**src/rtl/condlogic.sv**
```systemverilog
// Conditional-execution stage: holds NZCV and gates the decoder's write requests
// by the instruction's condition field.
module condlogic (
    input  logic       clk_i,
    input  logic       reset_i,
    input  logic [3:0] cond_i,
    input  logic [3:0] alu_flags_i,
    input  logic [1:0] flag_w_i,
    input  logic       pcs_i,
    input  logic       next_pc_i,
    input  logic       reg_w_i,
    input  logic       mem_w_i,
    output logic       pc_write_o,
    output logic       reg_write_o,
    output logic       mem_write_o,
    output logic [3:0] flags_o
);

    logic [3:0] flags_q, flags_d;
    logic       cond_ex_delayed_q, cond_ex_delayed_d;
    logic       cond_ex;
    logic [1:0] flag_write;
    logic       n_flag, z_flag, c_flag, v_flag;

    assign {n_flag, z_flag, c_flag, v_flag} = flags_q;

    always_comb begin
        cond_ex = 1'b0;
        unique case (cond_i)
            4'b0000: cond_ex = z_flag;
            4'b0001: cond_ex = ~z_flag;
            4'b0010: cond_ex = c_flag;
            4'b0011: cond_ex = ~c_flag;
            4'b0100: cond_ex = n_flag;
            4'b0101: cond_ex = ~n_flag;
            4'b0110: cond_ex = v_flag;
            4'b0111: cond_ex = ~v_flag;
            4'b1000: cond_ex = c_flag & ~z_flag;
            4'b1001: cond_ex = ~c_flag | z_flag;
            4'b1010: cond_ex = (n_flag == v_flag);
            4'b1011: cond_ex = (n_flag != v_flag);
            4'b1100: cond_ex = ~z_flag & (n_flag == v_flag);
            4'b1101: cond_ex = z_flag | (n_flag != v_flag);
            4'b1110: cond_ex = 1'b1;
            4'b1111: cond_ex = 1'b0;
            default: cond_ex = 1'b0;
        endcase
    end

    // Flag writes use the undelayed condition so a flag-setting conditional
    // instruction is gated by the flags it was decoded against.
    assign flag_write = flag_w_i & {2{cond_ex}};

    always_comb begin
        flags_d = flags_q;
        if (flag_write[1]) flags_d[3:2] = alu_flags_i[3:2];
        if (flag_write[0]) flags_d[1:0] = alu_flags_i[1:0];
        cond_ex_delayed_d = cond_ex;
    end

    always_ff @(posedge clk_i) begin
        if (reset_i) begin
            flags_q           <= 4'b0000;
            cond_ex_delayed_q <= 1'b0;
        end else begin
            flags_q           <= flags_d;
            cond_ex_delayed_q <= cond_ex_delayed_d;
        end
    end

    assign pc_write_o  = (pcs_i & cond_ex_delayed_q) | next_pc_i;
    assign reg_write_o = reg_w_i & cond_ex_delayed_q;
    assign mem_write_o = mem_w_i & cond_ex_delayed_q;
    assign flags_o     = flags_q;

endmodule

```
**config.mk**
```make
export PLATFORM = sky130hd
export DESIGN_NAME = condlogic
export DESIGN_NICKNAME = d
export VERILOG_FILES = /design/src/rtl/condlogic.sv
export SDC_FILE = /design/constraint.sdc
export NUM_CORES = 1
export LEC_CHECK = 0
export CORE_AREA = 2 2 39 41
export DETAILED_ROUTE_END_ITERATION = 8
export DIE_AREA = 0 0 41 43
export PLACE_DENSITY = 0.69
export SLEW_MARGIN = 20
export SYNTH_ARGS = -nofsm -noshare
export SYNTH_HDL_FRONTEND = slang
export SYNTH_SLANG_ARGS = --single-unit
```
**constraint.sdc**
```tcl
create_clock -name clk_i -period 2.7 [get_ports clk_i]
set_input_delay 0.54 -clock clk_i [delete_from_list [all_inputs] [get_ports clk_i]]
set_output_delay 0.54 -clock clk_i [all_outputs]
set_load 0.02 [all_outputs]
```
Word level (Yosys, flattened, before mapping)
Index checks and enable logic that the tools add are counted.

operators by class
  add/sub/neg operators = 0
  multiply operators = 0
  div/mod/pow operators = 0
  magnitude comparators = 0
  eq/ne operators = 17
  shift operators = 0
  muxes and demuxes = 1
  bitwise gates (word level) = 13
  reduce and logical (&&, ||, !) cells = 1

operator list
  operator                                       count
  == test 4 bit, second input constant           8
  == test 4 x 3 -> 1 bit, second input constant  4
  case mux 1 bit (16 select lines)               1
  == test 4 x 2 -> 1 bit, second input constant  2
  AND 1 bit                                      5
  == test 4 x 1 -> 1 bit, second input constant  1
  zero test 4 bit                                1
  NOT 1 bit                                      4
  OR 1 bit                                       3
  AND 2 bit                                      1
  == test 1 bit                                  1
  != test 1 bit                                  1

word-level totals
  register bits after elaboration = 5
  bits in latches = 0
  memory bits (writable) = 0
  ROM bits = 0
  word-level logic and storage cells = 35
  memories = 0

Depth between registers and ports, before layout
  word-level depth = 4
  gate-level depth with buffers = 7

Worst setup path before layout
No wires, ideal clock.

  kind = input port to flip-flop
  start = input cond_i[1]
  end = register flags_q[0], in the netlist flags_o[0]
  setup time = 0.072 ns
  arrival = 1.708 ns
  required time = 2.628 ns
  setup slack = 0.920 ns
  cell stages on the path = 7
  path buffers = 1
  cell sequence = buf_2 -> nor2b_1 -> o311ai_1 -> a21oi_1 -> a22o_2 -> a21oi_2 -> mux2i_1

on the way
  word-level cells in the longest chain between the ends = 3
  elaborated cells between the ends (all ways) = 18
  those cells by class = eq/ne (15); mux (1); bitwise (1); reduce/logical (1)

RTL lines
  item                                   line  text
  start: declaration                     6     input logic [3:0] cond_i,
  == test 4 bit (tied with other cells)  29    unique case (cond_i)
  case mux 1 bit (16 select lines) *     29
  AND 2 bit *                            52    assign flag_write = flag_w_i & {2{cond_ex}};
  end signal: assignment                 66    flags_q <= flags_d;
  end: declaration                       19    logic [3:0] flags_q, flags_d;

Mark *: on every way between the ends. The rest lies on a longest branch, timed or not.
A chain may end at the register's enable or synchronous reset.

Worst setup path after layout
  start = input reg_w_i
  end = output reg_write_o

on the way
  word-level cells in the longest chain between the ends = 1

RTL lines
  item                line  text
  start: declaration  11    input logic reg_w_i,
  AND 1 bit           72    assign reg_write_o = reg_w_i & cond_ex_delayed_q;
  end: declaration    14    output logic reg_write_o,

No other way between the ends.

==> key figures <==
Status
  – Status: finished clean

Clock network
  – CTS buffer count: 3
  – Hold_buf cts: 0
  – H-tree Lvls: 1
  – Root buf cell: clkbuf_4
  – Clock slew at reported path FFs: 0.04 ns
  – Postcts setup bufs: 0
  – Deepest clock path buffer count: 2
  – CTS tree: yes
  – Post-CTS Resized: 0
  – Clk Latency, worst-skew pair: 0.24 ns
  – CTS Sinks: 5

Route
  – Routed length per instance: 10.4 um
  – Routed WL: 1010 um
  – DRT antenna net count: 0
  – Via/cell ratio: 4.84
  – DR pass1 iterations: 4
  – # DRC: 0
  – Initial DRC Count: 4
  – DR vias: 469

Placed design
  – Placer Congestion: 0.698
  – HPWL after detailed placement: 799 um
  – Port buffer count: 22
  – DP Area: 682 sq um

Global routing
  – Vias in the first global route: 421
  – Met2 Usage GRT: 18.8%
  – GR Util met1: 19.0%
  – Total grt overflow: 0
  – Busiest grt layer: met1
  – First-pass GRT wire length: 1670 um
  – Initial antenna violation count: 0
  – Pin count of the biggest net entering global routing: 10
  – All-Layer GR Usage: 14.1%
  – Met3 usage: 1.57%

Finish
  – Core Util, Final: 51.2%
  – Layout filler cell count: 142
  – Finished Cell Area: 708 sq um
  – FF/Latch Area: 100 sq um
  – Ant. Diodes: 0
  – Multi-input gate area: 327 sq um
  – Final net count: 98
  – Layout cells sized above 1: 11.1%
  – Area grow syn2layout: 61.3%

Floorplan
  – Core area: 1380 sq um
  – Die area: 1760 sq um
  – Rows: 14
  – Die outline width: 41 um
  – Die Ht: 43 um
  – IO Pins: 23
  – Initial core utilization: 31.7%

Power
  – Sequential power share: 32.4%
  – Pwr dens: 384 nW/um^2
  – Switching share of power: 29.0%
  – Internal power: 0.193 mW
  – Psw: 0.0788 mW
  – Peak supply drop: 0.207 mV
  – Static leakage: 0.273 nW
  – Comb pwr share: 35.9%
  – Clock power share: 31.7%

STA
  – Pins Over Slew Limit: 0
  – Fmax: 0.446 GHz
  – RSZ-0062 raised after global routing: no
  – Slew Limit Headroom: 79.5%
  – Final setup TNS: 0 ns
  – Hold Fails Final Rpt: 0
  – Min Tclk post-route: 2.24 ns
  – Worst clock skew: 0.000230 ns
  – Slew of the pin with the lowest slew margin: 0.308 ns
  – Post-route clock period utilization: 83.0%
  – Finish-stage setup viols: 0

Logic synthesis
  – Syn Nets: 71
  – Cells after Synth: 55
  – Post-synth top area cell: dfxtp_1
  – Top cells by area, synth: dfxtp_1 (23%), nand2b_1 (13%), mux2i_1 (9.1%)
  – Yosys warns: 0
  – Post-synth cell types: 26
  – Avg Cell Area, Syn: 7.98 sq um
  – Synth Cell Area: 439 sq um
  – Share of the synthesized area in the top cell type: 22.8%
  – Register area share after synthesis: 22.8%
  – Yosys reg bits: 5

Worst setup path
  – Arrival @ worst endpoint: 1.70 ns
  – CP Class: in -> out
  – Worst EP required: 2.16 ns
  – CP Max Fanout: 1
  – CP Launch Type: input pin
  – CP Capture Type: output pin

Min path
  – Worst min-delay path category: reg -> reg

Job
  – Maxcap violations: 0
-- cells in the mapped netlist, drive strengths merged --
master	instances
o21ai	2
or2b	3
a22o	1
nand3b	1
xor2	1
nand2	4
a21o	1
nor2	3
nor2b	1
a21oi	6
a2111oi	1
o2111a	1
or2	1
buf	1
o21bai	1
and2	2
mux2i	4
or4	1
inv	2
dfxtp	5
nand2b	9
nor3	1
mux2	1
o311ai	1
and3b	1
-- cells by family (layout without fill, tap and decap cells) --
family	Yosys count	count (layout)	share of synthesized area, %
XOR/XNOR	1	1	1.99
AND/OR/NAND/NOR	27	27	36.2
buffers and inverters	3	29	2.85
AO/OA/AOI/OAI	14	14	24.5
multiplexers	5	5	11.7
flip-flops	5	5	22.8
-- layer usage --
layer  routed length, um  share of wire, %  vias up
met5                   0                 0        -
met4                  29               2.9        0
met3                  62               6.2        4
met2                 452                45       14
met1                 461                46      205
li1                    -                 -      246
-- registers in the layout, summed over array words and instances (netlist names) --
signal and cells:
cond_ex_delayed_q 1, flags_o 4
-- cells in the final DEF (no fill, tap or decap), types with 2 or more instances in the layout --
cell type / count
a21oi_1: 4
a21oi_2: 2
and2_1: 2
clkbuf_4: 3
clkdlybuf4s50_1: 22
dfxtp_1: 5
inv_1: 2
mux2i_1: 4
nand2_1: 4
nand2b_1: 9
nor2_1: 3
o21ai_0: 2
or2b_1: 3
-- worst max-delay path: stages --
cell and delay, ns:
clkdlybuf4s50_1 0.45, and2_1 0.12, clkdlybuf4s50_1 0.60
-- worst paths after layout --
path | start | cells after the start | slack, ns | endpoint
worst min register to register | flags_o[3] | 2 | 0.54 | flags_o[3]
worst min-delay path | flags_o[3] | 2 | 0.54 | flags_o[3]
worst max register to register | flags_o[0] | 6 | 1.01 | flags_o[1]
worst max-delay path | reg_w_i | 3 | 0.46 | reg_write_o
-- layout make-up --
type	count	area share [%]
sequential	5	14.1
clock buffer	4	3.71
tap	16	2.83
timing repair buffer	23	32.2
multi-input combinational	47	46.1
inverter	2	1.06
-- per-stage QoR --
stage               hold WS (ns)  std cells  total power, mW  worst slack (ns)
floorplan                  0.582         55            0.140             0.920
global placement           0.528         93            0.187             0.363
detailed placement         0.541         93            0.187             0.373
CTS                        0.550         97            0.277             0.457
global route               0.595         97            0.290             0.418
finish                     0.543         97            0.272             0.460
-- power groups by stage --
| stage | Clock [mW] | Combinational [mW] | Sequential [mW] |
|---|---|---|---|
| global placement | 0 | 0.0976 | 0.0897 |
| CTS | 0.0902 | 0.0985 | 0.0882 |
| global route | 0.0941 | 0.107 | 0.0898 |
| detailed placement | 0 | 0.0981 | 0.0894 |
| floorplan | 0 | 0.0470 | 0.0931 |
| finish | 0.0863 | 0.0977 | 0.0882 |
No activity file was read; power rests on OpenSTA's default activity.
==> RTL change 1: new RTL, same settings <==
Reset style: asynchronous (`reset_i`), changed in one clocked block.
--- a/src/rtl/condlogic.sv
+++ b/src/rtl/condlogic.sv
@@ -60,3 +60,3 @@
 
-    always_ff @(posedge clk_i) begin
+    always_ff @(posedge clk_i or posedge reset_i) begin
         if (reset_i) begin
Check against the original RTL: differs if reset_i is asserted again (counterexample within 4 cycles, from zero or initial values and one cycle with reset_i high); with reset_i held inactive, the same outputs for 10 cycles.
==> RTL change 1 against the original RTL <==
  * Fmax down 4.7%
  * Sequential power up 110%
  * Worst hold slack worse by 0.044 ns
  * Register-to-register slack worse by 0.17 ns
  * Non-clock buffer count unchanged
  * Sequential cell count unchanged
  * Synthesized area up 31%
  * Design area up 15%
  * Power up 140%
  * Worst setup slack worse by 0.11 ns
  * Global-route usage up 4.2 points
  * Cell count up 7.2%
  * Routed wire length up 32%
==> RTL change 1: results <==
{
  "status": "finished, final reports clean",
  "place_congestion": 0.7810,
  "synthArstFlopShare_pct": 100.0,
  "pg_clk_mw": 0.0853,
  "synth_common_cells": "6 x inv_1, 6 x nand2_1, 5 x dfrtp_1, 5 x nand3_1",
  "grt_start_max_net_pins": 13,
  "pre_cts_slack_ns": 0.1247,
  "critPathMaxStageDelay_ns": 0.71,
  "placed_cells": 100,
  "vias": 590,
  "syn_to_final_growth_pct": 41.30,
  "nNetsFinal": 105,
  "synth_cells": 66,
  "grt_pass1_vias": 548,
  "met1_usage_pct": 27.45,
  "wl_met1_um": 591,
  "antenna_cells": 0,
  "cts_setup_buffers": 0,
  "drtIter0Drc": 15,
  "highest_layer": "met3",
  "grt_use_met2_pct": 26.56,
  "max_slew_margin_pct": 65.56,
  "ff2ff_setup_slack_ns": 0.84,
  "ir_drop_v": 0.0003537,
  "finalWirelength_um": 1322,
  "r2r-start": "flags_o[0]",
  "synth.distinct_cells": 36,
  "dpl_cell_area_um2": 787.0,
  "fill_cells": 131,
  "synth-seq-area-share_pct": 21.74,
  "crit_path_max_fanout": 9,
  "drive_above_1_share_pct": 14.77,
  "ys.flop_type": "dfrtp_1",
  "stdcell_count": 104,
  "min_path_type": "in -> async",
  "synth-xor-area-share_pct": 1.522,
  "syn_nets": 82,
  "netlist_top_cells_area": "dfrtp_1 22%, o211ai_2 6.5%, a2111oi_4 4.8%",
  "fin_hold_ws_ns": 0.4996,
  "hpwl_um": 1018,
  "p_switching_mw": 0.2855,
  "synth-compound-area-share_pct": 28.70,
  "power_frac_seq_pct": 27.6,
  "p_sw_share_pct": 43.61,
  "crit_family": "simple AND/OR/NAND/NOR gates",
  "rr_worst_depth": 5,
  "fin_skew_ns": 0.002923,
  "wl_met3_um": 64,
  "regToRegEndpoint": "flags_o[3]"
}
-- RTL change 1: changes by cell type in the layout (fill, tap and decap cells not counted), sizes merged, moves of 3 or more --
cell | before | now
nand3 | 0 | 5
inv | 2 | 6
o211ai | 0 | 3
dfrtp | 0 | 5
a21oi | 6 | 1
mux2i | 4 | 0
dfxtp | 5 | 0
nand2b | 9 | 0
nand4 | 0 | 3
-- RTL change 1: final cells by class --
cell class	instances	area share (%)
flip-flops and latches	5	15.38
well taps	16	2.462
repair buffers	23	28.00
inverters	6	2.769
multi-input cells	50	48.15
clock buffers	4	3.231
-- RTL change 1: how the worst max path moves through the flow --
stage                     cells after the start         end  startpoint  slack (ns)
after floorplan                               6  flags_o[0]   cond_i[0]        0.80
final                                         6  flags_o[3]   cond_i[1]        0.35
after detailed placement                      6  flags_o[1]   cond_i[1]        0.12
after global routing                          6  flags_o[3]   cond_i[0]        0.17
after global placement                        6  flags_o[1]   cond_i[0]        0.11
after CTS                                     6  flags_o[1]   cond_i[1]        0.38
==> RTL change 2: new RTL, same settings <==
Made on the original files. Register the outputs `pc_write_o`, `reg_write_o` and `mem_write_o`, cleared by the reset; this adds one clock of latency there. The other outputs are not delayed to match.
--- a/src/rtl/condlogic.sv
+++ b/src/rtl/condlogic.sv
@@ -70,5 +70,13 @@
 
-    assign pc_write_o  = (pcs_i & cond_ex_delayed_q) | next_pc_i;
-    assign reg_write_o = reg_w_i & cond_ex_delayed_q;
-    assign mem_write_o = mem_w_i & cond_ex_delayed_q;
+    always_ff @(posedge clk_i) begin
+        if (reset_i) begin
+            pc_write_o  <= '0;
+            reg_write_o <= '0;
+            mem_write_o <= '0;
+        end else begin
+            pc_write_o  <= (pcs_i & cond_ex_delayed_q) | next_pc_i;
+            reg_write_o <= reg_w_i & cond_ex_delayed_q;
+            mem_write_o <= mem_w_i & cond_ex_delayed_q;
+        end
+    end
     assign flags_o     = flags_q;
Formal check against the unedited RTL: not equivalent (Yosys sat finds a counterexample within 4 cycles, from zero or initial values and one cycle with reset_i high).
==> RTL change 2 against the original RTL <==
  * Routed wire length decreased by 6.3%
  * Non-clock buffer count down 1
  * Register-to-register slack gained 0.12 ns
  * Synthesized area rose by 14%
  * Power grew 17%
  * Design area increased by 4.4%
  * Sequential cell count up 3
  * Clock power is 2.7% higher
  * Worst setup slack better by 0.16 ns
  * Largest power group is now sequential cells
==> RTL change 2: results <==
{
  "synthArstFlopShare_pct": 0,
  "dpl_cell_area_um2": 716.9,
  "synth.distinct_cells": 21,
  "drtPass1Iterations": 1,
  "grt_pass1_vias": 397,
  "port_buffers": 22,
  "power_frac_seq_pct": 42.5,
  "antenna_cells": 0,
  "crit_arrival_ns": 2.26,
  "power.clock.fraction_pct": 27.7,
  "vias_per_cell": 4.791,
  "hpwl_um": 737.4,
  "synth_common_cells": "8 x dfxtp_1, 8 x nand2b_1, 6 x mux2i_1",
  "drive_above_1_share_pct": 9.333,
  "critPathMaxStageDelay_ns": 0.57,
  "clkTransAtPathRegs_ns": 0.05,
  "wl_per_cell_um": 10.35,
  "cpMaxStageDelayCell": "clkdlybuf4s50_1",
  "grtUsageTotal_pct": 14.77,
  "largest_register_ffs": 4,
  "clock_latency_ns": 0.25,
  "cts_max_level": 1,
  "nNetsFinal": 93,
  "place_congestion": 0.6686,
  "crit_path_max_fanout": 7,
  "cts_resized": 0,
  "antenna_found_initial": 0,
  "netlist_top_cells_area": "dfxtp_1 32%, mux2i_1 12%, nand2b_1 10%",
  "cts_setup_buffers": 0,
  "status": "finished, final reports clean",
  "min_path_type": "reg -> reg",
  "drtIter0Drc": 0,
  "grt_start_max_net_pins": 13,
  "cts-root-buf": "clkbuf_4",
  "ir_drop_v": 0.0002880,
  "worst_pin_slew_ns": 0.3491,
  "fin_skew_ns": 0.0002539,
  "final_antenna_net_count": 0,
  "yosysWarnings": 0,
  "grt_pass1_wl_um": 1669,
  "clockBufferDepth": 2,
  "synth-seq-area-share_pct": 31.92,
  "cts_buffers": 3,
  "syn_nets": 70,
  "crit_family": "compound AO/OA/AOI/OAI gates",
  "p_leak_nw": 0.2831,
  "p_switching_mw": 0.08664
}
## RTL change 2: cell types whose count changed in the layout (fill, tap and decap cells not counted), sizes merged, moves of 3 or more
cell,change
a211oi,+4
a21oi,-4
dfxtp,+3
or2b,-3
xnor2,+3
## RTL change 2: stage by stage
step | setup WS (ns) | util [%] | cells | power, mW
2_1_floorplan | 1.003 | - | 54 | 0.1946
4_1_cts | 0.6153 | 53.44 | 91 | 0.3260
3_5_place_dp | 0.3617 | 51.81 | 88 | 0.2342
3_3_place_gp | 0.3658 | 51.81 | 88 | 0.2340
6_report | 0.6223 | 53.44 | 91 | 0.3196
5_1_grt | 0.4707 | 53.44 | 91 | 0.3426
## RTL change 2: path summary, 6_finish.rpt
path,start,to,slack (ns),cells past startpoint
worst max-delay path,cond_i[0],flags_o[1],0.62,6
worst min-delay path,cond_ex_delayed_q,pc_write_o,0.51,2
worst max register to register,flags_o[2],flags_o[1],1.13,5
worst min register to register,cond_ex_delayed_q,pc_write_o,0.51,2
## RTL change 2: kinds of logic after synthesis
family	Yosys count	share of synthesized area (%)
muxes	6	11.97
DFF	8	31.92
and+or+nand+nor	19	24.69
xor gates and xnor gates	4	6.984
buffers and inverters	7	7.231
AOI/OAI and AO/OA	10	17.20
## RTL change 2: per-layer routing
layer / global-route usage [%] / part of all wire (%)
met5: 0 / 0
met4: 10.00 / 2.4
met3: 7.853 / 6.7
met2: 18.44 / 46
met1: 18.71 / 45
## RTL change 2: area by class of cell
cell class | instances | area [um2]
fillers | 136 | 644.4
clock buffers | 3 | 22.52
multi-input cells | 39 | 305.3
inverters | 3 | 11.26
flip-flops and latches | 8 | 160.2
repair buffers | 22 | 220.2
well taps | 16 | 20.02
